## src/rtl/store_watch_pkg.sv

```systemverilog
// Shared types for the store_watch test-harness consumer.
package store_watch_pkg;

    typedef enum logic [1:0] {
        SW_RUN     = 2'd0,
        SW_PASS    = 2'd1,
        SW_FAIL    = 2'd2,
        SW_TIMEOUT = 2'd3
    } sw_state_t;

    typedef struct packed {
        logic [31:0] addr;
        logic [31:0] data;
    } sw_entry_t;

endpackage

```

## src/rtl/sw_log_fifo.sv

```systemverilog
// Circular store log: keeps the most recent DEPTH entries, overwriting the oldest when full.
// Head entry is presented first-word fall-through; dout reads as zero when empty.
module sw_log_fifo
    import store_watch_pkg::*;
#(
    parameter int DEPTH = 8
) (
    input  logic      clk,
    input  logic      reset,
    input  logic      push,
    input  logic      pop,
    input  sw_entry_t din,
    output sw_entry_t dout,
    output logic      valid,
    output logic      overflow
);
    localparam int PW = $clog2(DEPTH);
    localparam int CW = $clog2(DEPTH + 1);

    sw_entry_t       mem_q [DEPTH];
    logic [PW-1:0]   head_q, head_d;
    logic [PW-1:0]   tail_q, tail_d;
    logic [CW-1:0]   cnt_q, cnt_d;
    logic            ovf_q, ovf_d;
    logic            empty, full, pop_eff;

    assign empty   = (cnt_q == '0);
    assign full    = (cnt_q == CW'(DEPTH));
    assign pop_eff = pop && !empty;

    // A pop alongside a push keeps occupancy, so only a push into a full log without a pop loses data.
    always_comb begin
        head_d = head_q;
        tail_d = tail_q;
        cnt_d  = cnt_q;
        ovf_d  = ovf_q;
        if (push) begin
            tail_d = tail_q + 1'b1;
            if (pop_eff) begin
                head_d = head_q + 1'b1;
            end else if (full) begin
                head_d = head_q + 1'b1;
                ovf_d  = 1'b1;
            end else begin
                cnt_d = cnt_q + 1'b1;
            end
        end else if (pop_eff) begin
            head_d = head_q + 1'b1;
            cnt_d  = cnt_q - 1'b1;
        end
    end

    always_ff @(posedge clk or posedge reset) begin
        if (reset) begin
            head_q <= '0;
            tail_q <= '0;
            cnt_q  <= '0;
            ovf_q  <= 1'b0;
        end else begin
            head_q <= head_d;
            tail_q <= tail_d;
            cnt_q  <= cnt_d;
            ovf_q  <= ovf_d;
        end
    end

    always_ff @(posedge clk) begin
        if (push) mem_q[tail_q] <= din;
    end

    assign valid    = !empty;
    assign dout     = empty ? '0 : mem_q[head_q];
    assign overflow = ovf_q;

endmodule

```

## src/rtl/store_watch.sv

```systemverilog
// Watches the core's data-memory write port, counts stores and decides PASS/FAIL/TIMEOUT.
// Define STORE_WATCH_LOG_EN to build the post-mortem store log (rd_* and overflow).
module store_watch
    import store_watch_pkg::*;
#(
    parameter logic [31:0] PASS_ADDR      = 32'd100,
    parameter logic [31:0] PASS_DATA      = 32'd25,
    parameter int          TIMEOUT_CYCLES = 500,
    parameter int          LOG_DEPTH      = 8
) (
    input  logic        clk,
    input  logic        reset,
    input  logic        ControlW,
    input  logic [31:0] DataAdr,
    input  logic [31:0] Data,
    output logic        done,
    output logic        pass,
    output logic        fail,
    output logic        timeout,
    output logic [1:0]  state,
    output logic [31:0] cycle_cnt,
    output logic [15:0] store_cnt,
    input  logic        rd_en,
    output logic        rd_valid,
    output logic [31:0] rd_addr,
    output logic [31:0] rd_data,
    output logic        overflow
);
    sw_state_t   state_q;
    logic [31:0] cycle_q;
    logic [15:0] store_q;
    logic        done_q, pass_q, fail_q, timeout_q;
    logic        store_acc, verdict_hit;

    // if() routes an X/Z strobe to the else branch, so an unknown ControlW never counts as a store.
    always_comb begin
        store_acc = 1'b0;
        if (ControlW) begin
            if (state_q == SW_RUN) store_acc = 1'b1;
        end
        verdict_hit = store_acc && (DataAdr == PASS_ADDR);
    end

    always_ff @(posedge clk or posedge reset) begin
        if (reset) begin
            state_q   <= SW_RUN;
            cycle_q   <= '0;
            store_q   <= '0;
            done_q    <= 1'b0;
            pass_q    <= 1'b0;
            fail_q    <= 1'b0;
            timeout_q <= 1'b0;
        end else if (state_q == SW_RUN) begin
            if (cycle_q != '1) cycle_q <= cycle_q + 1'b1;
            if (store_acc && store_q != '1) store_q <= store_q + 1'b1;
            if (verdict_hit) begin
                done_q <= 1'b1;
                if (Data == PASS_DATA) begin
                    state_q <= SW_PASS;
                    pass_q  <= 1'b1;
                end else begin
                    state_q <= SW_FAIL;
                    fail_q  <= 1'b1;
                end
            end else if (cycle_q == 32'(TIMEOUT_CYCLES - 1)) begin
                state_q   <= SW_TIMEOUT;
                done_q    <= 1'b1;
                timeout_q <= 1'b1;
            end
        end
    end

    assign done      = done_q;
    assign pass      = pass_q;
    assign fail      = fail_q;
    assign timeout   = timeout_q;
    assign state     = state_q;
    assign cycle_cnt = cycle_q;
    assign store_cnt = store_q;

`ifdef STORE_WATCH_LOG_EN
    sw_entry_t log_in, log_out;

    assign log_in = '{addr: DataAdr, data: Data};

    sw_log_fifo #(.DEPTH(LOG_DEPTH)) u_log (
        .clk      (clk),
        .reset    (reset),
        .push     (store_acc),
        .pop      (rd_en),
        .din      (log_in),
        .dout     (log_out),
        .valid    (rd_valid),
        .overflow (overflow)
    );

    assign rd_addr = log_out.addr;
    assign rd_data = log_out.data;
`else
    logic unused_rd_en;

    assign unused_rd_en = rd_en;
    assign rd_valid     = 1'b0;
    assign rd_addr      = '0;
    assign rd_data      = '0;
    assign overflow     = 1'b0;
`endif

endmodule

```

## config.mk

```make
export PLATFORM = sky130hd
export DESIGN_NAME = store_watch
export DESIGN_NICKNAME = d
export VERILOG_FILES = /design/src/rtl/store_watch_pkg.sv /design/src/rtl/sw_log_fifo.sv /design/src/rtl/store_watch.sv
export SDC_FILE = /design/constraint.sdc
export NUM_CORES = 1
export LEC_CHECK = 0
export ABC_CLOCK_PERIOD_IN_PS = 2080
export CAP_MARGIN = 0
export CORE_MARGIN = 2
export CORE_UTILIZATION = 35
export CTS_BUF_LIST = sky130_fd_sc_hd__clkbuf_8 sky130_fd_sc_hd__clkbuf_16
export CTS_CLUSTER_SIZE = 28
export DETAILED_ROUTE_END_ITERATION = 12
export GPL_TIMING_DRIVEN = 1
export PLACE_DENSITY = 0.8
export RECOVER_POWER = 50
export SYNTH_ARGS = -nofsm -noshare
export SYNTH_HDL_FRONTEND = slang
export SYNTH_SLANG_ARGS = --single-unit
```

## constraint.sdc

```tcl
create_clock -name clk -period 2.08 [get_ports clk]
set_clock_uncertainty 0.1 [all_clocks]
set_input_delay 0.416 -clock clk [delete_from_list [all_inputs] [get_ports clk]]
set_output_delay 0.416 -clock clk [all_outputs]
set_load 0.005 [all_outputs]
```

Yosys cells after proc, flatten, opt, wreduce, memory -nomap -nowiden
Cells that the tools add are included.
{ "word_totals": {"register_bits": 54, "latchBits": 0, "ramBits": 0, "mem_bits_ro": 0, "in_bits": 68, "output_inout_bits": 120, "elab_cells": 33, "n_memories": 0} }
{ "op_classes": {"addsub": 2, "mul": 0, "n_div": 0, "n_lt_le_gt_ge": 0, "eq_ne": 5, "shift": 0, "muxes": 7, "bitwise_logic": 2, "n_reduce_logical": 10} }
{ "ops": {"columns": ["op", "n"], "rows": [
  ["$add 32x1->32 const B", 1],
  ["$eq 32x5->1 const B", 1],
  ["$eq 32x7->1 const B", 1],
  ["$eq 32x9->1 const B", 1],
  ["$ne 32x32->1 const B", 1],
  ["$add 16x1->16 const B", 1],
  ["$ne 16x16->1 const B", 1],
  ["$reduce_and 3->1", 3],
  ["$mux 2", 3],
  ["$reduce_and 2->1", 3],
  ["$mux 1", 4],
  ["$logic_and 1x1->1", 2],
  ["$logic_not 2->1", 1],
  ["$not 1->1", 2],
  ["$reduce_bool 2->1", 1]
]} }

Logic depth before layout (Yosys ltp)
{ "logic_depth": {"word_depth": 6, "mapped_depth": 7, "depth_no_buf": 6} }

Worst setup path before layout
Ideal clock, no wire load.
{ "synth_path": {"path_kind": "flip-flop to flip-flop", "start": "register store_q[0] (netlist: store_cnt[0])", "end": "register store_q[10] (netlist: store_cnt[10])", "setup_time_ns": 0.079, "arrival_time_ns": 1.910, "t_required_ns": 1.901, "slack_ns": -0.009, "path_stages_with_launch": 7, "path_buffers": 0, "period_less_slack_ns": 2.089, "path_cell_list": "dfrtp_1 > ha_1 > and4_1 > and4_1 > or4b_1 > nor2_1 > xor2_1"} }
{ "synth_between": {"elab_chain_cells": 3, "elab_cells_between_ends": 4, "cone_classes": "add/sub: 1; eq/ne: 1; reduce/logical: 2"} }
{ "synth_lines": {"columns": ["element", "line_no", "rtl"], "rows": [
  ["start, declared", "store_watch.sv:31", "logic [15:0] store_q;"],
  ["start signal, assigned", "store_watch.sv:55", "if (store_acc && store_q != '1) store_q <= store_q + 1'b1;"],
  ["parallel branches: the longest is 3 deep, another holds $add 16x1->16", null, null]
]} }
Parallel ways; which one is timed is not known.
A chain may end at the register's enable or synchronous reset.

Worst setup path after layout
Same ends and word-level chain as after synthesis.

==> summary.md <==
| Metric | Value |
|---|---|
| Final slew viol count | 0 |
| DRC Markers | 0 |
| Clk_lat worst skew | 0.31 ns |
| Dpl hpwl | 7.31 mm |
| Layout cells sized above 1 | 15.0% |
| Pre-CTS setup slack | -0.242 ns |
| Placed instance area | 4740 um2 |
| Detailed Route Iter0 Violations | 122 |
| Most common cell after layout, fill and taps aside | clkdlybuf4s50_1 |
| Cell count of the worst hold path | 1 |
| Fin crit period | 2.02 ns |
| Met1 GRT Util | 19.9% |
| Hold Fails Final Rpt | 0 |
| Final period util | 97.0% |
| First-pass GRT wire length | 13.8 mm |
| Starting density of the core | 35.7% |
| Final nets | 575 |
| Crit Path Class | reg2reg |
| Final cell count without fillers | 617 |
| Nature of the critical path endpoint | flip-flop |
| Final setup vio count | 0 |
| CP dominant cell by count | and4_1 |
| Reg2reg setup slack | 0.06 ns |
| Crit path max fanout | 4 |
| Unrepaired setup endpoints after global routing | true |
| GR Layer Usage met3 | 3.62% |
| Fin Hold WS | 0.357 ns |
| Post-synthesis cell type count | 39 |
| CTS buffer count | 5 |
| I/O Pins | 188 |
| Hold_buf cts | 0 |
| Leak Pwr | 0.00226 uW |
| HP Start | fail |
| DIE HEIGHT | 100 um |
| Setup_tns | 0 ns |
| GR Layer Usage met2 | 32.5% |
| Buffers on Ports | 120 |
| Crit path launch | store_cnt[0] |
| Final worst slack | 0.0623 ns |
| Antenna viol nets, final | 0 |
| Mean Syn Cell Area | 9.85 um2 |
| PwrDens | 478 nW/um2 |
| Critical Path AT | 2.16 ns |
| Levels on crit path | 6 |
| Status | complete, no violations |
| Routed via count | 2,968 |
| Max_cap viols | 0 |
| Seq/Total Area, Yosys | 41.6% |
| Die area | 10,100 um2 |
| Drt total wl | 8.97 mm |
| Yosys warning count | 0 |
| Critical path's slowest cell | or4b_4 |
| Final GP Congestion | 0.845 |
| Worst-path cell chain | ha_1 -> and4_1 -> and4_1 -> or4b_4 -> nor2_1 -> xor2_1 |
| Max Root-Sink Buffers | 2 |
| DIE WIDTH | 100 um |
| Required @ worst endpoint | 2.22 ns |
| Largest net degree at the start of global routing | 22 |
| Fillcell total | 822 |
| Core area | 9110 um2 |
| Register bit total from synthesis | 54 |
| GRT Total Usage | 17.3% |
| Via-to-Cell Ratio | 4.81 |
| Highest Clock Rate | 0.496 GHz |
| Grt peak-use layer | met2 |
| Slew @ Worst Pin | 0.713 ns |
| Commonest non-fill, non-tap cells in the layout | 99 x clkdlybuf4s50_1, 66 x conb_1, 54 x dfrtp_1, 50 x buf_4, 29 x xnor2_1 |
| Startpoint Class | flip-flop |
| Worst min path class | reg2reg |
| # clock sinks | 54 |
| Root buf cell | clkbuf_8 |
| Vias in the first global route | 2,846 |
| Worst path bufs/invs | 0 |
| Placed Instances | 609 |
| Diode count | 0 |
| Critical Path Max Stage Delay | 0.56 ns |
| Syn Inst Count | 330 |
| Grt total ovfl | 0 |
| Standard-cell row count | 35 |
| Finished Cell Area | 4830 um2 |
| Clock transition at the registers of the reported paths | 0.10 ns |
| Critical path's top delay family | simple AND/OR/NAND/NOR gates |
| Drt first pass iters | 4 |
| CTS tree | done |
| Peak VDD IR | 0.256 mV |
| DR WL/cell | 14.5 um |
| Slew margin rel. | 52.4% |
| Cell Area, Synth | 3250 um2 |
| Area grow syn2layout | 48.7% |
| Initial antenna violation count | 0 |
| R2R depth | 6 |
| FF-to-FF Start | store_cnt[0] |
| H-Tree Depth | 2 |
path summary, 6_finish.rpt:
check / end
max in group asynchronous: cycle_cnt[16]
worst max-delay path: store_cnt[10]
min in group asynchronous: store_cnt[13]
worst min-delay path: fail
worst min register to register: fail
worst max register to register: store_cnt[10]
timing repair:
item                                    in CTS  in global routing
endpoints found under the setup margin       1                 10
setup buffers                                0                  0
resized for setup                            1                  6
pin swaps                                    0                  2
power by group:
part / total (uW) / switching (uW) / internal, uW / leakage [uW]
clock: 626 / 357 / 269 / 0.0000472
sequential: 1180 / 69.5 / 1110 / 0.000728
combinational: 500 / 191 / 309 / 0.00149
total: 2310 / 617 / 1690 / 0.00226
cell usage after synthesis:
cell | n | area, um2
nand4_1 | 23 | 144
nand3b_1 | 1 | 7.51
buf_2 | 3 | 15.0
nand4_2 | 1 | 12.5
nor2b_1 | 1 | 6.26
buf_6 | 1 | 11.3
a21o_1 | 2 | 15.0
or4_4 | 1 | 11.3
a31oi_1 | 1 | 6.26
nand3_1 | 20 | 100
nor4b_1 | 4 | 35.0
o31ai_4 | 1 | 21.3
nand2b_1 | 3 | 18.8
nor3_2 | 1 | 10.0
and2_1 | 1 | 6.26
conb_1 | 1 | 3.75
xnor2_1 | 29 | 254
o21a_1 | 1 | 7.51
ha_1 | 2 | 25.0
or4b_1 | 1 | 10.0
mux2_2 | 1 | 11.3
nor2_1 | 11 | 41.3
xor2_1 | 15 | 131
or3_1 | 3 | 18.8
nand4b_1 | 1 | 8.76
o31a_1 | 2 | 17.5
and4_1 | 7 | 61.3
nor4bb_1 | 2 | 20.0
dfrtp_1 | 54 | 1350
inv_1 | 3 | 11.3
buf_4 | 66 | 495
a211oi_2 | 1 | 12.5
and3_1 | 9 | 56.3
or2_2 | 3 | 18.8
a41oi_1 | 1 | 8.76
nor3_1 | 8 | 40.0
nor3b_1 | 1 | 7.51
nor4_1 | 21 | 131
nand2_1 | 23 | 86.3
final cells by class:
cell class                 count  area, um2  share of cell area [%]
sequential                    54       1350                    28.0
timing repair buffer         173       1590                    32.9
clock buffer                   6       82.6                    1.71
clock inverter                 2       12.5                   0.259
inverter                       3       11.3                   0.233
tap                          111        139                    2.87
multi-input combinational    268       1650                    34.1
state kept, by name, indices dropped and copies added, names as in the netlist:
name       flops
fail           1
store_cnt     16
cycle_cnt     32
done           1
timeout        1
pass           1
state          2
per-layer routing:
layer	routed length, um	vias up	part of all wire (%)
li1	-	1399	-
met1	3580	1413	40
met2	4660	147	52
met3	639	9	7.1
met4	91	0	1.0
met5	0	-	0
worst reg2reg max path, stage by stage (launching register included):
cell     delay [ns]
dfrtp_1        0.40
ha_1           0.22
and4_1         0.18
and4_1         0.21
or4b_4         0.56
nor2_1         0.13
xor2_1         0.15
kinds of logic (layout without fill, tap and decap cells):
logic type | after synthesis | in the layout | synth area share [%]
AO/OA/AOI/OAI | 9 | 9 | 2.73
XOR/XNOR | 44 | 44 | 11.9
adder cells (fa/ha/maj) | 2 | 2 | 0.770
buffers and inverters | 73 | 184 | 16.4
flip-flops | 54 | 54 | 41.6
multiplexers | 1 | 1 | 0.346
other | 1 | 66 | 0.115
AND/OR/NAND/NOR | 146 | 146 | 26.2
metrics by stage:
stage | power (uW) | utilization [%]
floorplan | 1460 | -
global placement | 1700 | 52.0
detailed placement | 1730 | 52.0
CTS | 2360 | 53.1
global route | 2430 | 53.1
finish | 2310 | 53.1
No activity file was read; power rests on OpenSTA's default activity.
